<file path="src/rtl/muldiv_unit_if.sv">
// Request/result handshake bundle for muldiv_unit.
// master: issuing pipeline stage and result consumer; slave: the unit.
interface muldiv_unit_if #(
    parameter int Width = 32
);
    logic [Width-1:0] DataA;
    logic [Width-1:0] DataB;
    logic [2:0]       MulDivSel;
    logic             valid_i;
    logic             ready_o;
    logic             flush_i;
    logic             valid_o;
    logic             ready_i;
    logic [Width-1:0] result_o;
    logic             busy_o;

    modport master (
        output DataA, DataB, MulDivSel, valid_i, flush_i, ready_i,
        input  ready_o, valid_o, result_o, busy_o
    );

    modport slave (
        input  DataA, DataB, MulDivSel, valid_i, flush_i, ready_i,
        output ready_o, valid_o, result_o, busy_o
    );
endinterface

</file>
<file path="src/rtl/muldiv_unit.sv">
// Iterative RV32M multiply/divide: radix-2 shift-add multiply, restoring divide, one bit per cycle.
// Latency Width+1 cycles to valid_o (1 for divide-by-zero/overflow); ready_o only in IDLE, result held until ready_i.
// MULDIV_FAST_MUL_EN: MUL* ops use a single-cycle combinational multiplier instead of the iterative path.
module muldiv_unit #(
    parameter int Width = 32
) (
    input  logic         clk_i,
    input  logic         rst_ni,
    muldiv_unit_if.slave bus
);
    localparam int CntW = $clog2(Width);

    localparam logic [2:0] OP_MUL    = 3'd0;
    localparam logic [2:0] OP_MULH   = 3'd1;
    localparam logic [2:0] OP_MULHSU = 3'd2;
    localparam logic [2:0] OP_DIV    = 3'd4;
    localparam logic [2:0] OP_REM    = 3'd6;

    typedef enum logic [1:0] {IDLE, CALC, DONE} state_t;

    state_t            state;
    logic [2:0]        op_q;
    logic              neg_q;
    logic [Width-1:0]  dvsr_q;
    logic [Width-1:0]  hi_q;
    logic [Width-1:0]  lo_q;
    logic [CntW-1:0]   cnt_q;
    logic [Width-1:0]  result_q;
    logic              valid_q;
    logic              ready_q;
    logic              busy_q;

    assign bus.ready_o  = ready_q;
    assign bus.valid_o  = valid_q;
    assign bus.result_o = result_q;
    assign bus.busy_o   = busy_q;

    function automatic logic [Width-1:0] mul_result(input logic [2:0] op, input logic neg,
                                                    input logic [2*Width-1:0] prod);
        logic [2*Width-1:0] p;
        p = neg ? -prod : prod;
        return (op == OP_MUL) ? p[Width-1:0] : p[2*Width-1:Width];
    endfunction

    // Incoming operand decode
    logic             a_sgn, b_sgn;
    logic             a_neg, b_neg;
    logic [Width-1:0] a_mag, b_mag;
    logic             neg_in;
    logic             div0, ovf, fast_div;
    logic [Width-1:0] fast_res;
    logic             accept;

    always_comb begin
        a_sgn = 1'b0;
        b_sgn = 1'b0;
        case (bus.MulDivSel)
            OP_MUL, OP_MULH, OP_DIV, OP_REM: begin
                a_sgn = 1'b1;
                b_sgn = 1'b1;
            end
            OP_MULHSU: a_sgn = 1'b1;
            default: ;
        endcase
    end

    assign a_neg  = a_sgn & bus.DataA[Width-1];
    assign b_neg  = b_sgn & bus.DataB[Width-1];
    assign a_mag  = a_neg ? -bus.DataA : bus.DataA;
    assign b_mag  = b_neg ? -bus.DataB : bus.DataB;
    // Remainder takes the dividend's sign; quotient and products the sign difference
    assign neg_in = (bus.MulDivSel[2] & bus.MulDivSel[1]) ? a_neg : (a_neg ^ b_neg);

    assign div0     = (bus.DataB == '0);
    assign ovf      = ~bus.MulDivSel[0] &
                      (bus.DataA == {1'b1, {(Width-1){1'b0}}}) & (bus.DataB == '1);
    assign fast_div = bus.MulDivSel[2] & (div0 | ovf);
    assign accept   = bus.valid_i & ready_q & ~bus.flush_i;

    always_comb begin
        if (div0) fast_res = bus.MulDivSel[1] ? bus.DataA : '1;
        else      fast_res = bus.MulDivSel[1] ? '0 : bus.DataA;
    end

    // One iteration: hi/lo hold {partial product, multiplier} or {remainder, quotient}
    logic [Width:0]   mul_sum;
    logic [Width:0]   rem_sh;
    logic [Width+1:0] diff;
    logic [Width-1:0] hi_nxt, lo_nxt;
    logic [Width-1:0] calc_res;

    assign mul_sum = {1'b0, hi_q} + (lo_q[0] ? {1'b0, dvsr_q} : '0);
    assign rem_sh  = {hi_q, lo_q[Width-1]};
    assign diff    = {1'b0, rem_sh} - {2'b00, dvsr_q};

    always_comb begin
        if (!op_q[2]) begin
            hi_nxt = mul_sum[Width:1];
            lo_nxt = {mul_sum[0], lo_q[Width-1:1]};
        end else if (!diff[Width+1]) begin
            hi_nxt = diff[Width-1:0];
            lo_nxt = {lo_q[Width-2:0], 1'b1};
        end else begin
            hi_nxt = rem_sh[Width-1:0];
            lo_nxt = {lo_q[Width-2:0], 1'b0};
        end
    end

    always_comb begin
        if (!op_q[2])    calc_res = mul_result(op_q, neg_q, {hi_nxt, lo_nxt});
        else if (op_q[1]) calc_res = neg_q ? -hi_nxt : hi_nxt;
        else             calc_res = neg_q ? -lo_nxt : lo_nxt;
    end

`ifdef MULDIV_FAST_MUL_EN
    logic [Width-1:0] fast_mul_res;
    assign fast_mul_res = mul_result(bus.MulDivSel, neg_in, a_mag * b_mag);
`endif

    always_ff @(posedge clk_i) begin
        if (!rst_ni) begin
            state    <= IDLE;
            op_q     <= '0;
            neg_q    <= 1'b0;
            dvsr_q   <= '0;
            hi_q     <= '0;
            lo_q     <= '0;
            cnt_q    <= '0;
            result_q <= '0;
            valid_q  <= 1'b0;
            ready_q  <= 1'b1;
            busy_q   <= 1'b0;
        end else begin
            case (state)
                IDLE: begin
                    if (accept) begin
                        op_q    <= bus.MulDivSel;
                        neg_q   <= neg_in;
                        cnt_q   <= CntW'(Width-1);
                        hi_q    <= '0;
                        dvsr_q  <= bus.MulDivSel[2] ? b_mag : a_mag;
                        lo_q    <= bus.MulDivSel[2] ? a_mag : b_mag;
                        ready_q <= 1'b0;
                        busy_q  <= 1'b1;
                        if (fast_div) begin
                            state    <= DONE;
                            result_q <= fast_res;
                            valid_q  <= 1'b1;
`ifdef MULDIV_FAST_MUL_EN
                        end else if (!bus.MulDivSel[2]) begin
                            state    <= DONE;
                            result_q <= fast_mul_res;
                            valid_q  <= 1'b1;
`endif
                        end else begin
                            state <= CALC;
                        end
                    end
                end
                CALC: begin
                    if (bus.flush_i) begin
                        state   <= IDLE;
                        ready_q <= 1'b1;
                        busy_q  <= 1'b0;
                    end else begin
                        hi_q <= hi_nxt;
                        lo_q <= lo_nxt;
                        if (cnt_q == '0) begin
                            state    <= DONE;
                            result_q <= calc_res;
                            valid_q  <= 1'b1;
                        end else begin
                            cnt_q <= cnt_q - CntW'(1);
                        end
                    end
                end
                DONE: begin
                    if (bus.flush_i || bus.ready_i) begin
                        state    <= IDLE;
                        result_q <= '0;
                        valid_q  <= 1'b0;
                        ready_q  <= 1'b1;
                        busy_q   <= 1'b0;
                    end
                end
                default: begin
                    state    <= IDLE;
                    result_q <= '0;
                    valid_q  <= 1'b0;
                    ready_q  <= 1'b1;
                    busy_q   <= 1'b0;
                end
            endcase
        end
    end
endmodule
</file>
<file path="src/flat_wrapper.sv">
// flat-port wrapper written by rule: the top's interface ports become plain ports
module muldiv_unit_flat 
#(
    parameter int Width = 32
)
  (clk_i, rst_ni, bus_DataA, bus_DataB, bus_MulDivSel, bus_valid_i, bus_flush_i, bus_ready_i, bus_ready_o, bus_valid_o, bus_result_o, bus_busy_o);
  muldiv_unit_if #(.Width(Width)) bus_i ();
  input  logic clk_i;
  input  logic rst_ni;
  input wire logic [$bits(bus_i.DataA)-1:0] bus_DataA;
  input wire logic [$bits(bus_i.DataB)-1:0] bus_DataB;
  input wire logic [$bits(bus_i.MulDivSel)-1:0] bus_MulDivSel;
  input wire logic [$bits(bus_i.valid_i)-1:0] bus_valid_i;
  input wire logic [$bits(bus_i.flush_i)-1:0] bus_flush_i;
  input wire logic [$bits(bus_i.ready_i)-1:0] bus_ready_i;
  output wire logic [$bits(bus_i.ready_o)-1:0] bus_ready_o;
  output wire logic [$bits(bus_i.valid_o)-1:0] bus_valid_o;
  output wire logic [$bits(bus_i.result_o)-1:0] bus_result_o;
  output wire logic [$bits(bus_i.busy_o)-1:0] bus_busy_o;
  assign bus_i.DataA = bus_DataA;
  assign bus_i.DataB = bus_DataB;
  assign bus_i.MulDivSel = bus_MulDivSel;
  assign bus_i.valid_i = bus_valid_i;
  assign bus_i.flush_i = bus_flush_i;
  assign bus_i.ready_i = bus_ready_i;
  assign bus_ready_o = bus_i.ready_o;
  assign bus_valid_o = bus_i.valid_o;
  assign bus_result_o = bus_i.result_o;
  assign bus_busy_o = bus_i.busy_o;
  muldiv_unit #(.Width(Width)) u_core (.clk_i(clk_i), .rst_ni(rst_ni), .bus(bus_i));
endmodule
</file>
<file path="config.mk">
export PLATFORM = sky130hd
export DESIGN_NAME = muldiv_unit_flat
export DESIGN_NICKNAME = d
export VERILOG_FILES = /design/src/rtl/muldiv_unit_if.sv /design/src/rtl/muldiv_unit.sv /design/src/flat_wrapper.sv
export SDC_FILE = /design/constraint.sdc
export NUM_CORES = 1
export LEC_CHECK = 0
export BUFFER_PORTS_ARGS = -buffer_cell sky130_fd_sc_hd__buf_2
export CORE_MARGIN = 5
export CORE_UTILIZATION = 35
export DETAILED_ROUTE_END_ITERATION = 16
export HOLD_SLACK_MARGIN = 0.02
export PLACE_DENSITY_LB_ADDON = 0.08
export REMOVE_ABC_BUFFERS = 1
export SLEW_MARGIN = 30
export SYNTH_ARGS = -nofsm -noshare
export SYNTH_HDL_FRONTEND = slang
export SYNTH_SLANG_ARGS = --single-unit
</file>
<file path="constraint.sdc">
create_clock -name clk_i -period 5.5 [get_ports clk_i]
set_clock_uncertainty 0.2 [all_clocks]
set_input_delay 0.55 -clock clk_i [delete_from_list [all_inputs] [get_ports clk_i]]
set_output_delay 0.55 -clock clk_i [all_outputs]
set_load 0.02 [all_outputs]
</file>
==> Word-level counts from Yosys, hierarchy flattened <==
Cells that the tools add are included.
{ "op_classes": {"add_sub_neg": 8, "n_eq_ne": 16, "n_mux": 56, "bitwise": 12, "reduce_logical": 15} }
{ "ops": {"columns": ["op", "count"], "rows": [
  ["$mux W32", 25],
  ["$neg A32 Y32", 4],
  ["$pmux W32 S2", 2],
  ["$pmux W32 S3", 1],
  ["$eq A32 B32 Y1 const B", 2],
  ["$mux W64", 1],
  ["$neg A64 Y64", 1],
  ["$sub A33 B32 Y34", 1],
  ["$add A32 B33 Y33", 1],
  ["$logic_not A32 Y1", 1],
  ["$mux W5", 3],
  ["$mux W1", 14],
  ["$mux W2", 5],
  ["$pmux W5 S2", 1],
  ["$pmux W1 S3", 3],
  ["$reduce_and A3 Y1", 3],
  ["$and A1 B1 Y1", 8],
  ["$ne A2 B1 Y1 const B", 4],
  ["$eq A3 B3 Y1 const B", 2],
  ["$logic_not A3 Y1", 2],
  ["$ne A2 B2 Y1 const B", 3],
  ["$pmux W2 S3", 1],
  ["$logic_not A5 Y1", 1],
  ["$reduce_and A5 Y1", 1],
  ["16 further kinds", 17]
]} }
{ "totals": {"reg_bits": 142, "input_bits": 72, "output_inout_bits": 35, "wordCells": 118} }

==> Depth between registers and ports, before layout <==
Gate-level depths: netlist of run 1.
{ "logic_depth": {"word_depth": 10, "mapped_depth": 25, "depth_no_buf": 22} }

==> Least setup slack after synthesis of run 1 <==
Ideal clock, no wire load.
{ "synth_timing": {"path_type": "register to register", "start": "register u_core.dvsr_q[26]", "end": "register u_core.result_q[24], in the netlist u_core.bus.result_o[24]", "setup_time_ps": 131, "arrival_time_ps": 4450, "t_required_ps": 5169, "setup_slack_ps": 719, "stages_incl_launch_ff": 25, "n_path_buf": 3, "cell_sequence": "dfxtp_1 -> inv_1 -> ha_1 -> buf_6 -> a211oi_2 -> o21ai_1 -> a41oi_2 -> o31ai_4 -> nor2_2 -> buf_4 -> a21oi_1 -> inv_1 -> ha_1 -> o211ai_1 -> nor4_1 -> nand3_1 -> or3_1 -> o21ai_1 -> buf_4 -> nor2_1 -> or4_1 -> a21oi_1 -> a31oi_1 -> nor4_1 -> nor3_1"} }
{ "synth_via": {"elab_chain_cells": 10, "word_cells_on_any_way": 17} }
{ "synth_lines": {"columns": ["item", "line", "rtl"], "rows": [
  ["start: declaration", "muldiv_unit.sv:24", "logic [Width-1:0] dvsr_q;"],
  ["start signal: assignment", "muldiv_unit.sv:141", "dvsr_q <= bus.MulDivSel[2] ? b_mag : a_mag;"],
  ["$sub A33 B32 Y34 (*)", "muldiv_unit.sv:94", "assign diff = {1'b0, rem_sh} - {2'b00, dvsr_q};"],
  ["$mux W1 or $mux W32 (tied branches)", "muldiv_unit.sv:100", "end else if (!diff[Width+1]) begin"],
  ["$mux W32", "muldiv_unit.sv:97", "if (!op_q[2]) begin"],
  ["$neg A64 Y64 (tied with other cells)", "muldiv_unit.sv:41", "p = neg ? -prod : prod;"],
  ["$mux W64 (tied with other cells)", "muldiv_unit.sv:41", null],
  ["$mux W32 (on tied branches)", "muldiv_unit.sv:42, muldiv_unit.sv:111", null],
  ["$mux W32 (*)", "muldiv_unit.sv:110", "if (!op_q[2]) calc_res = mul_result(op_q, neg_q, {hi_nxt, lo_nxt});"],
  ["$mux W32 (*)", "muldiv_unit.sv:168", "if (cnt_q == '0) begin"],
  ["$mux W32 (*)", "muldiv_unit.sv:161", "if (bus.flush_i) begin"],
  ["$pmux W32 S3 (*)", "muldiv_unit.sv:134", "case (state)"],
  ["end signal: assignment", "muldiv_unit.sv:147", "result_q <= fast_res;"],
  ["end signal: assignment", "muldiv_unit.sv:170", "result_q <= calc_res;"],
  ["end: declaration", "muldiv_unit.sv:28", "logic [Width-1:0] result_q;"]
]} }
Every way passes the cells marked *; elsewhere a longest branch is shown, timed or not. The select of a mux whose other input is x is not followed.
A chain may end at the register's enable or synchronous reset.

==> Final worst setup path of run 1 <==
{ "layout_timing": {"start": "register u_core.lo_q[0]", "end": "register u_core.result_q[31], in the netlist u_core.bus.result_o[31]"} }
{ "layout_via": {"elab_chain_cells": 10, "word_cells_on_any_way": 16} }
{ "layout_lines": {"columns": ["item", "line", "rtl"], "rows": [
  ["start: declaration", "muldiv_unit.sv:26", "logic [Width-1:0] lo_q;"],
  ["start signal: assignment", "muldiv_unit.sv:142", "lo_q <= bus.MulDivSel[2] ? a_mag : b_mag;"],
  ["start signal: assignment", "muldiv_unit.sv:167", "lo_q <= lo_nxt;"],
  ["$mux W32", "muldiv_unit.sv:92", "assign mul_sum = {1'b0, hi_q} + (lo_q[0] ? {1'b0, dvsr_q} : '0);"],
  ["$add A32 B33 Y33", "muldiv_unit.sv:92", null],
  ["$mux W32", "muldiv_unit.sv:97", null],
  ["$neg A64 Y64 (tied with other cells)", "muldiv_unit.sv:41", null],
  ["$mux W64 (tied with other cells)", "muldiv_unit.sv:41", null],
  ["$mux W32 (on tied branches)", "muldiv_unit.sv:42, muldiv_unit.sv:111", null],
  ["$mux W32 (*)", "muldiv_unit.sv:110", null],
  ["$mux W32 (*)", "muldiv_unit.sv:168", null],
  ["$mux W32 (*)", "muldiv_unit.sv:161", null],
  ["$pmux W32 S3 (*)", "muldiv_unit.sv:134", null]
]} }
Marks and branches as above.

==> results.toml, run 1 <==
[run_status]
status = "finished, final reports clean"

[timing]
rsz0062_at_grt = "false"
finalMaxSlewViolations = 0
fin_crit_sh = 0.957
fmax_mhz = 190
hold_viol = 0
fin_setup_tns_ns = 0
worst_slack_ns = 0.237
period_needed_ns = 5.26
setup_viol = 0
tightestPinTransition_ns = 1.11
slew_headroom = 0.255

[floorplanning]
die_x_um = 227
initial_utilization = 0.354
num_rows = 79
die_h_um = 227
fp.coreArea_sq_um = 46500
io_pins = 107
fp.dieArea_sq_um = 51400

[power]
power.density_nw_per_um2 = 367
p_leak_nw = 7.37
p_total_mw = 6.89
peakVddDrop_mv = 0.263

[clock_tree]
cts.clk_slew.worst_paths_ns = 0.07
cts_root_buf = "clkbuf_16"
clk_latency_ns = 0.47
cts_tree = "built"
clock_path_buffers = 2
clock_sinks = 142
hold_buffers = 0
htreeDepth = 4
cts_made_buffers = 17

[worst_setup_path]
slowest_delay_ns = 0.47
r2r_start = "u_core.lo_q[0]"
slowest_stage = "fa_1"
startpoint_type = "register"
worstPathCellList = "and2_1, ha_1, fa_1, a211oi_2, buf_4, o211ai_1, a211oi_4, nor3_1, a21oi_2, mux2i_1, o211a_1, nor4_4, nor3b_2, nor4b_2, mux2_1, a211o_1, a22oi_1"
reg2reg_depth = 17
worstPathArrival_ns = 5.45
worstSetupPathType = "register to register"
end_kind = "register"
cp.required_ns = 5.69
crit_fanout = 6
crit_path_start = "u_core.lo_q[0]"

[logic_synthesis]
avgSynthCellArea_sq_um = 7.01
synth_cell_type_count = 105
synth_common_cells = "293 x nor2_1, 245 x nand2_1, 241 x a21oi_1"
ys_seq_area_frac = 0.173
synth_top_cell_by_area = "dfxtp_1"
syn-cell-area_sq_um = 16400
yosys.cell_count.top_type = "nor2_1"
async_reset_ff_frac = 0
netlist_top_cells_area = "dfxtp_1 17%, a21oi_1 7.3%, nor2_1 6.7%"
synth-edff-count = 0
synth-seq-cells = 142
synth_top_area_share = 0.173
yosys_warnings = 0
synthCells = 2345
synth-main-ff-cell = "dfxtp_1"

[worst_hold_path]
worstHoldPathType = "input pin to register"
hold_path_depth = 3
hold_start = "bus_MulDivSel[0]"

[placement]
dp_hpwl_um = 57700
gp_congestion = 0.935
post-place-ws_ns = -0.0306
dp.cells = 3020
io_buffer_count = 106

[layout]
final_layout_size_suffix_gt1_frac = 0.150
final_cells = 3058
final_util = 0.404
n_antenna_cell = 0
syn_to_final_growth_pct = 14.1
fin_nets = 2584

[run]
timing.max_cap.violations = 0

[detailed_routing]
drt-total-wl_um = 74900
vias = 18700
vias_per_cell = 6.11
routedWlPerCell_um = 24.5
drtIter0Drc = 1847
ant_nets = 0
dr.pass1.iters = 7
drc = 0

[global_routing]
antenna_found_initial = 1
grt_max_degree = 116
grt_pass1_vias = 17600
grtUsageTotal = 0.282
globalRouteOverflowTotal = 0
grt_first_pass_wirelength_um = 111000
-- layer usage --
metal	vias to the layer above	global-route usage	wire [um]
met4	0	0.0916	2100
met3	106	0.0361	4890
li1	8807	-	-
met2	741	0.452	34000
met5	-	0	0
met1	9038	0.394	33900
-- layout make-up --
class                           instances  area, sq um
Multi-Input combinational cell       1970        12700
Sequential cell                       142         2850
Clock inverter                         11          141
Clock buffer                           20          457
Tap cell                              607          759
Inverter                               75          284
Fill cell                            4999        27700
Timing Repair Buffer                  233         1530
-- metrics by stage --
stage,hold slack [ns],area [sq um]
2_1_floorplan,0.240,15800
3_3_place_gp,0.249,18000
3_5_place_dp,0.260,18000
4_1_cts,0.209,18600
5_1_grt,0.238,18800
6_report,0.236,18800
-- final timing paths --
check	end	slack, ns
setup / recovery	u_core.bus.result_o[31]	0.24
hold / removal	u_core.op_q[0]	0.24
setup reg to reg	u_core.bus.result_o[31]	0.24
hold reg to reg	u_core.dvsr_q[9]	0.27
-- state kept, by name, indices dropped and copies added (netlist names) --
register / cells
u_core.lo_q: 32
u_core.bus.valid_o: 1
u_core.neg_q: 1
u_core.dvsr_q: 32
u_core.bus.busy_o: 1
u_core.cnt_q: 5
u_core.hi_q: 32
u_core.bus.ready_o: 1
u_core.op_q: 3
u_core.state: 2
u_core.bus.result_o: 32
-- power breakdown --
| part | total, mW | internal [mW] | switching [mW] |
|---|---|---|---|
| Sequential | 1.43 | 1.22 | 0.202 |
| Combinational | 4.21 | 1.43 | 2.78 |
| Clock | 1.25 | 0.731 | 0.523 |
| Total | 6.89 | 3.38 | 3.51 |
-- logic make-up after synthesis --
| kind of cell | count (synthesis) | synth area share |
|---|---|---|
| multiplexers | 62 | 0.0398 |
| XOR/XNOR | 158 | 0.0842 |
| flip-flops | 142 | 0.173 |
| buffers and inverters | 233 | 0.0586 |
| AO/OA/AOI/OAI | 803 | 0.327 |
| AND/OR/NAND/NOR | 853 | 0.248 |
| adder cells (fa/ha/maj) | 94 | 0.0693 |
-- critical path, delay by kind of cell, from the launching register on --
family,cells,cell delay [ns]
buffers and inverters,1,0.17
flip-flops,1,0.39
AO/OA/AOI/OAI,7,1.98
multiplexers,2,0.56
AND/OR/NAND/NOR,5,1.16
adder cells (fa/ha/maj),2,0.69
-- layout by cell type, fill, tap and decap left out, drive strengths merged, types with 53 or more instances in the layout --
cell      n
a211oi   53
a21oi   246
buf     233
dfxtp   142
ha       71
inv      74
nand2   247
nor2    294
nor3     63
o21ai   166
xnor2   103
xor2     55
-- repair_timing --
action	in CTS	in global routing
gates cloned	0	0
resized for setup	2	13
pin swaps	1	8
setup endpoints to repair	1	14
setup buffers	0	7
No activity file was read; power rests on OpenSTA's default activity.
==> inputs of run 2 (changes only) <==
- ABC_AREA: not set -> 1
==> run 2 against run 1 <==
  * Sequential share of layout area decreased by 0.84 points
  * Register-to-register slack improved by 0.05 ns
  * Area after synthesis increased by 10%
  * Utilization decreased by 1.6 points
  * Wire length increased by 24%
  * Critical endpoint is now u_core.bus.result_o[26]
  * Largest cell class unchanged
  * Largest power group unchanged
==> results.toml, run 2 <==
[layout]
final_common_cell = "nand2_1"
syn_to_final_growth_pct = 9.87
n_antenna_cell = 0
final_util = 0.388
layout_common_cells = "959 x nand2_1, 484 x inv_1, 281 x nor2_1"
fin_nets = 3437
fillers = 5895
final_cells = 3985
seqCellArea_sq_um = 2850
multiInputGateArea_sq_um = 12800
final_layout_size_suffix_gt1_frac = 0.100

[timing]
fmax_mhz = 192
hold_viol = 0
fin_setup_tns_ns = 0
setup_viol = 0
fin_crit_sh = 0.948
finalMaxSlewViolations = 0
tightestPinTransition_ns = 0.959
period_needed_ns = 5.21
rsz0062_at_grt = "false"
slew_headroom = 0.360

[logic_synthesis]
ys_seq_area_frac = 0.157
yosys.cell_count.top_type = "nand2_1"
netlist_top_cells_area = "nand2_1 20%, dfxtp_1 16%, inv_1 10%"
yosys_warnings = 0
synthCells = 3240
synth-seq-cells = 142
synth_top_area_share = 0.199
async_reset_ff_frac = 0
synth-edff-count = 0
avgSynthCellArea_sq_um = 5.58
synth_cell_type_count = 57
synth_top_cell_by_area = "nand2_1"
syn-cell-area_sq_um = 18100
synth-main-ff-cell = "dfxtp_1"
synth_common_cells = "959 x nand2_1, 484 x inv_1, 288 x nor2_1"

[worst_setup_path]
end_kind = "register"
startpoint_type = "register"
cpLargestDelayFamily = "simple AND/OR/NAND/NOR gates"
critical_path_depth = 27
reg2reg_depth = 27
r2r_start = "u_core.dvsr_q[30]"
path_buf_inv = 1
cp.required_ns = 5.73
r2r_setup_slack_ns = 0.29
worstPathArrival_ns = 5.44
slowest_stage = "dfxtp_1"
worstSetupPathType = "register to register"
r2r-end = "u_core.bus.result_o[26]"
cpMostUsedCell = "nand2_1"
crit_path_start = "u_core.dvsr_q[30]"
slowest_delay_ns = 0.45
crit_fanout = 8
crit_path_end = "u_core.bus.result_o[26]"

[power]
peakVddDrop_mv = 0.224
seq_power_share = 0.238
power.density_nw_per_um2 = 257
internal-power_mw = 2.45
p_leak_nw = 10.2
power.share.clock = 0.231
combPwrFrac = 0.531
p_total_mw = 5.11
p_sw_frac = 0.520
power_switching_mw = 2.66

[clock_tree]
cts.repair.resized = 0
clk_latency_ns = 0.50
cts_made_buffers = 17
htreeDepth = 4
clock_path_buffers = 2
cts.clk_slew.worst_paths_ns = 0.07
clock_sinks = 142
cts_root_buf = "clkbuf_16"
cts_tree = "built"
hold_buffers = 0
postCtsSetupBuffers = 0

[global_routing]
use_met3 = 0.0513
antenna_found_initial = 3
grt_first_pass_wirelength_um = 136000
globalRouteOverflowTotal = 0
grt_most_used_layer = "met2"
met2_usage = 0.527
grtUsageTotal = 0.320
grt_pass1_vias = 20900
grt_max_degree = 90
gr-usage-met1 = 0.400

[floorplanning]
initial_utilization = 0.353
die_x_um = 237
fp.dieArea_sq_um = 56300
die_h_um = 237
io_pins = 107
num_rows = 83
fp.coreArea_sq_um = 51200

[placement]
io_buffer_count = 106
gp_congestion = 0.992
dp_hpwl_um = 74800
dp.cells = 3953

[detailed_routing]
drt-total-wl_um = 92800
ant_nets = 0
routedWlPerCell_um = 23.3
vias = 21700
drtIter0Drc = 1963
dr.pass1.iters = 6
vias_per_cell = 5.45
drc = 0

[run_status]
status = "finished, final reports clean"

[worst_hold_path]
worstHoldPathType = "input pin to register"

[run]
timing.max_cap.violations = 0
==> run 2: cell type report <==
type                            count  share of cell area
Clock buffer                       17              0.0214
Tap cell                          680              0.0428
Clock inverter                     15             0.00636
Sequential cell                   142               0.143
Inverter                          508              0.0960
Timing Repair Buffer              158              0.0470
Multi-Input combinational cell   2465               0.643
==> run 2: power groups by stage <==
| stage | clock network [mW] | registers, mW | logic, mW |
|---|---|---|---|
| floorplan | 0 | 1.22 | 1.69 |
| global placement | 0 | 1.23 | 2.68 |
| detailed placement | 0 | 1.23 | 2.67 |
| CTS | 1.21 | 1.21 | 2.68 |
| global route | 1.24 | 1.22 | 2.96 |
| finish | 1.18 | 1.21 | 2.71 |
==> run 2: how the worst min path moves through the flow <==
| stage | cells past startpoint | slack (ns) | from | to |
|---|---|---|---|---|
| after floorplan | 1 | 0.24 | u_core.cnt_q[0] | u_core.cnt_q[0] |
| after global placement | 2 | 0.25 | u_core.bus.valid_o | u_core.bus.valid_o |
| after detailed placement | 2 | 0.26 | u_core.bus.result_o[7] | u_core.bus.result_o[7] |
| after CTS | 4 | 0.12 | bus_ready_i | u_core.state[1] |
| after global routing | 4 | 0.16 | bus_ready_i | u_core.state[1] |
| final | 4 | 0.15 | bus_ready_i | u_core.state[1] |
==> run 2: metal layers <==
| layer | wire (um) | up-vias |
|---|---|---|
| met5 | 36 | - |
| met4 | 5540 | 4 |
| met3 | 5860 | 199 |
| met2 | 43200 | 837 |
| met1 | 38200 | 10200 |
| li1 | - | 10500 |
==> run 2: logic make-up after synthesis <==
kind of cell	after synthesis	share of synthesized area
flip-flops	142	0.157
XOR/XNOR	124	0.0601
adder cells (fa/ha/maj)	73	0.0514
buffers and inverters	633	0.138
AND/OR/NAND/NOR	1698	0.413
AO/OA/AOI/OAI	570	0.180
==> run 2: tightest hold or removal path, delay by kind of cell <==
kind / cells / cell delay [ns]
buffers and inverters: 1 / 0.07
AO/OA/AOI/OAI: 1 / 0.07
AND/OR/NAND/NOR: 2 / 0.12
==> run 2: through the flow <==
step / hold slack, ns / instance area, sq um / setup slack [ns]
final: 0.153 / 19900 / 0.286
after global placement: 0.252 / 19300 / 0.360
after global routing: 0.162 / 19900 / 0.00809
after CTS: 0.122 / 19900 / 0.325
after floorplan: 0.239 / 17500 / -1.34
after detailed placement: 0.256 / 19300 / 0.363
==> inputs of run 3 (changes only) <==
- ABC_AREA: 1 -> not set
- CAP_MARGIN: not set -> 20
- CORE_UTILIZATION: 35 -> 40
==> run 3 against run 2 <==
  * Wire length decreased by 24%
  * Fmax decreased by 1.3%
  * Clock power increased by 8%
  * Critical endpoint is now u_core.bus.result_o[31]
  * Highest routed layer is now met4
  * Via count decreased by 15%
  * Critical path depth decreased by 11
==> results.toml, run 3 (same netlist as run 1, synthesis figures left out) <==
[placement]
io_buffer_count = 106
post-place-ws_ns = 0.0750
gp_congestion = 1.00
dp_hpwl_um = 54100
placed_cell_area_sq_um = 17900
dp.cells = 2941

[worst_setup_path]
cpMostUsedCell = "buf_4"
slowest_delay_ns = 0.55
worstSetupPathType = "register to register"
critical_path_depth = 16
path_buf_inv = 2
end_kind = "register"
worstPathCellList = "ha_1, nand4b_1, nor4_1, o211ai_1, buf_4, a31oi_4, buf_4, o21ai_1, a2bb2oi_1, a2111o_1, nor4b_4, nand2_1, nor4b_2, mux2_1, a211o_1, a22oi_1"
crit_path_start = "u_core.hi_q[28]"
r2r-end = "u_core.bus.result_o[31]"
crit_path_end = "u_core.bus.result_o[31]"
r2r_start = "u_core.hi_q[28]"
r2r_setup_slack_ns = 0.22
cpLargestDelayFamily = "compound AO/OA/AOI/OAI gates"
cp.required_ns = 5.68
crit_fanout = 17
worstPathArrival_ns = 5.46
slowest_stage = "nor4_1"
startpoint_type = "register"
reg2reg_depth = 16

[detailed_routing]
drtIter0Drc = 1922
drt-total-wl_um = 70600
vias_per_cell = 6.20
vias = 18500
routedWlPerCell_um = 23.7
dr.pass1.iters = 8
ant_nets = 0
drc = 0

[timing]
fin_crit_sh = 0.961
worst_slack_ns = 0.217
finalMaxSlewViolations = 0
tightestPinTransition_ns = 1.01
setup_viol = 0
hold_viol = 0
period_needed_ns = 5.28
slew_headroom = 0.323
fmax_mhz = 189
hold_ws_ns = 0.240

[clock_tree]
htreeDepth = 4
clk_latency_ns = 0.46
clock_path_buffers = 2
cts_root_buf = "clkbuf_16"
cts.clk_slew.worst_paths_ns = 0.07
hold_buffers = 0
cts_tree = "built"
cts_made_buffers = 17
clock_sinks = 142

[layout]
final_layout_size_suffix_gt1_frac = 0.148
layout_common_cells = "290 x nor2_1, 244 x nand2_1, 238 x a21oi_1"
fin_area_sq_um = 18600
fin_nets = 2578
fillers = 4302
n_antenna_cell = 0
final_cells = 2978
final_common_cell = "nor2_1"
syn_to_final_growth_pct = 13.2

[global_routing]
met2_usage = 0.485
grtUsageTotal = 0.303
grt_pass1_vias = 17500
grt_most_used_layer = "met2"
gr-usage-met1 = 0.415
globalRouteOverflowTotal = 0
grt_first_pass_wirelength_um = 106000
grt_max_degree = 85
antenna_found_initial = 0
use_met3 = 0.0478

[power]
p_leak_nw = 7.33
peakVddDrop_mv = 0.270
power.density_nw_per_um2 = 368

[run_status]
status = "finished, final reports clean"

[floorplanning]
io_pins = 107
fp.dieArea_sq_um = 45200
initial_utilization = 0.403
fp.coreArea_sq_um = 40700
num_rows = 74
die_x_um = 213
die_h_um = 213

[run]
timing.max_cap.violations = 0

[worst_hold_path]
worstHoldPathType = "input pin to register"
-- run 3: final cells by class --
type | count | area, sq um | area share
repair buffers | 227 | 1470 | 0.0788
clock buffers | 20 | 467 | 0.0251
well taps | 532 | 666 | 0.0358
multi-input cells | 1970 | 12700 | 0.683
clock inverters | 12 | 160 | 0.00860
inverters | 75 | 284 | 0.0153
flip-flops and latches | 142 | 2850 | 0.153
-- run 3: per-stage QoR --
| stage | total power [mW] | TNS, ns | utilization |
|---|---|---|---|
| after floorplan | 3.89 | -58.73 | - |
| after global placement | 5.43 | 0 | 0.439 |
| after detailed placement | 5.44 | 0 | 0.439 |
| after CTS | 6.74 | 0 | 0.454 |
| after global routing | 7.21 | -0.00125 | 0.457 |
| final | 6.85 | 0 | 0.457 |
-- run 3: timing repair --
item / CTS / global route
resized for setup: 0 / 15
endpoints found under the setup margin: 0 / 15
setup buffers: 0 / 5
-- run 3: worst min-delay path by stage --
stage | from | end | slack, ns | depth (start not counted)
detailed placement | u_core.dvsr_q[2] | u_core.dvsr_q[2] | 0.26 | 2
global route | bus_MulDivSel[0] | u_core.op_q[0] | 0.25 | 3
floorplan | u_core.dvsr_q[13] | u_core.dvsr_q[13] | 0.24 | 2
CTS | bus_MulDivSel[0] | u_core.op_q[0] | 0.22 | 3
global placement | u_core.dvsr_q[14] | u_core.dvsr_q[14] | 0.25 | 2
finish | bus_MulDivSel[0] | u_core.op_q[0] | 0.24 | 3
-- run 3: power by group --
group	internal (mW)	total (mW)	switching, mW
registers	1.22	1.42	0.194
clock network	0.752	1.28	0.528
logic	1.43	4.15	2.72
total	3.40	6.85	3.44
-- run 3: metal layers --
| metal | up-vias | share of wire |
|---|---|---|
| met3 | 124 | 0.069 |
| li1 | 8789 | - |
| met4 | 0 | 0.037 |
| met2 | 724 | 0.44 |
| met5 | - | 0 |
| met1 | 8825 | 0.45 |
-- run 3: tightest hold or removal path, delay by kind of cell --
kind / cells / cell delay, ns
AND/OR/NAND/NOR: 1 / 0.08
AO/OA/AOI/OAI: 1 / 0.05
buffers and inverters: 1 / 0.17
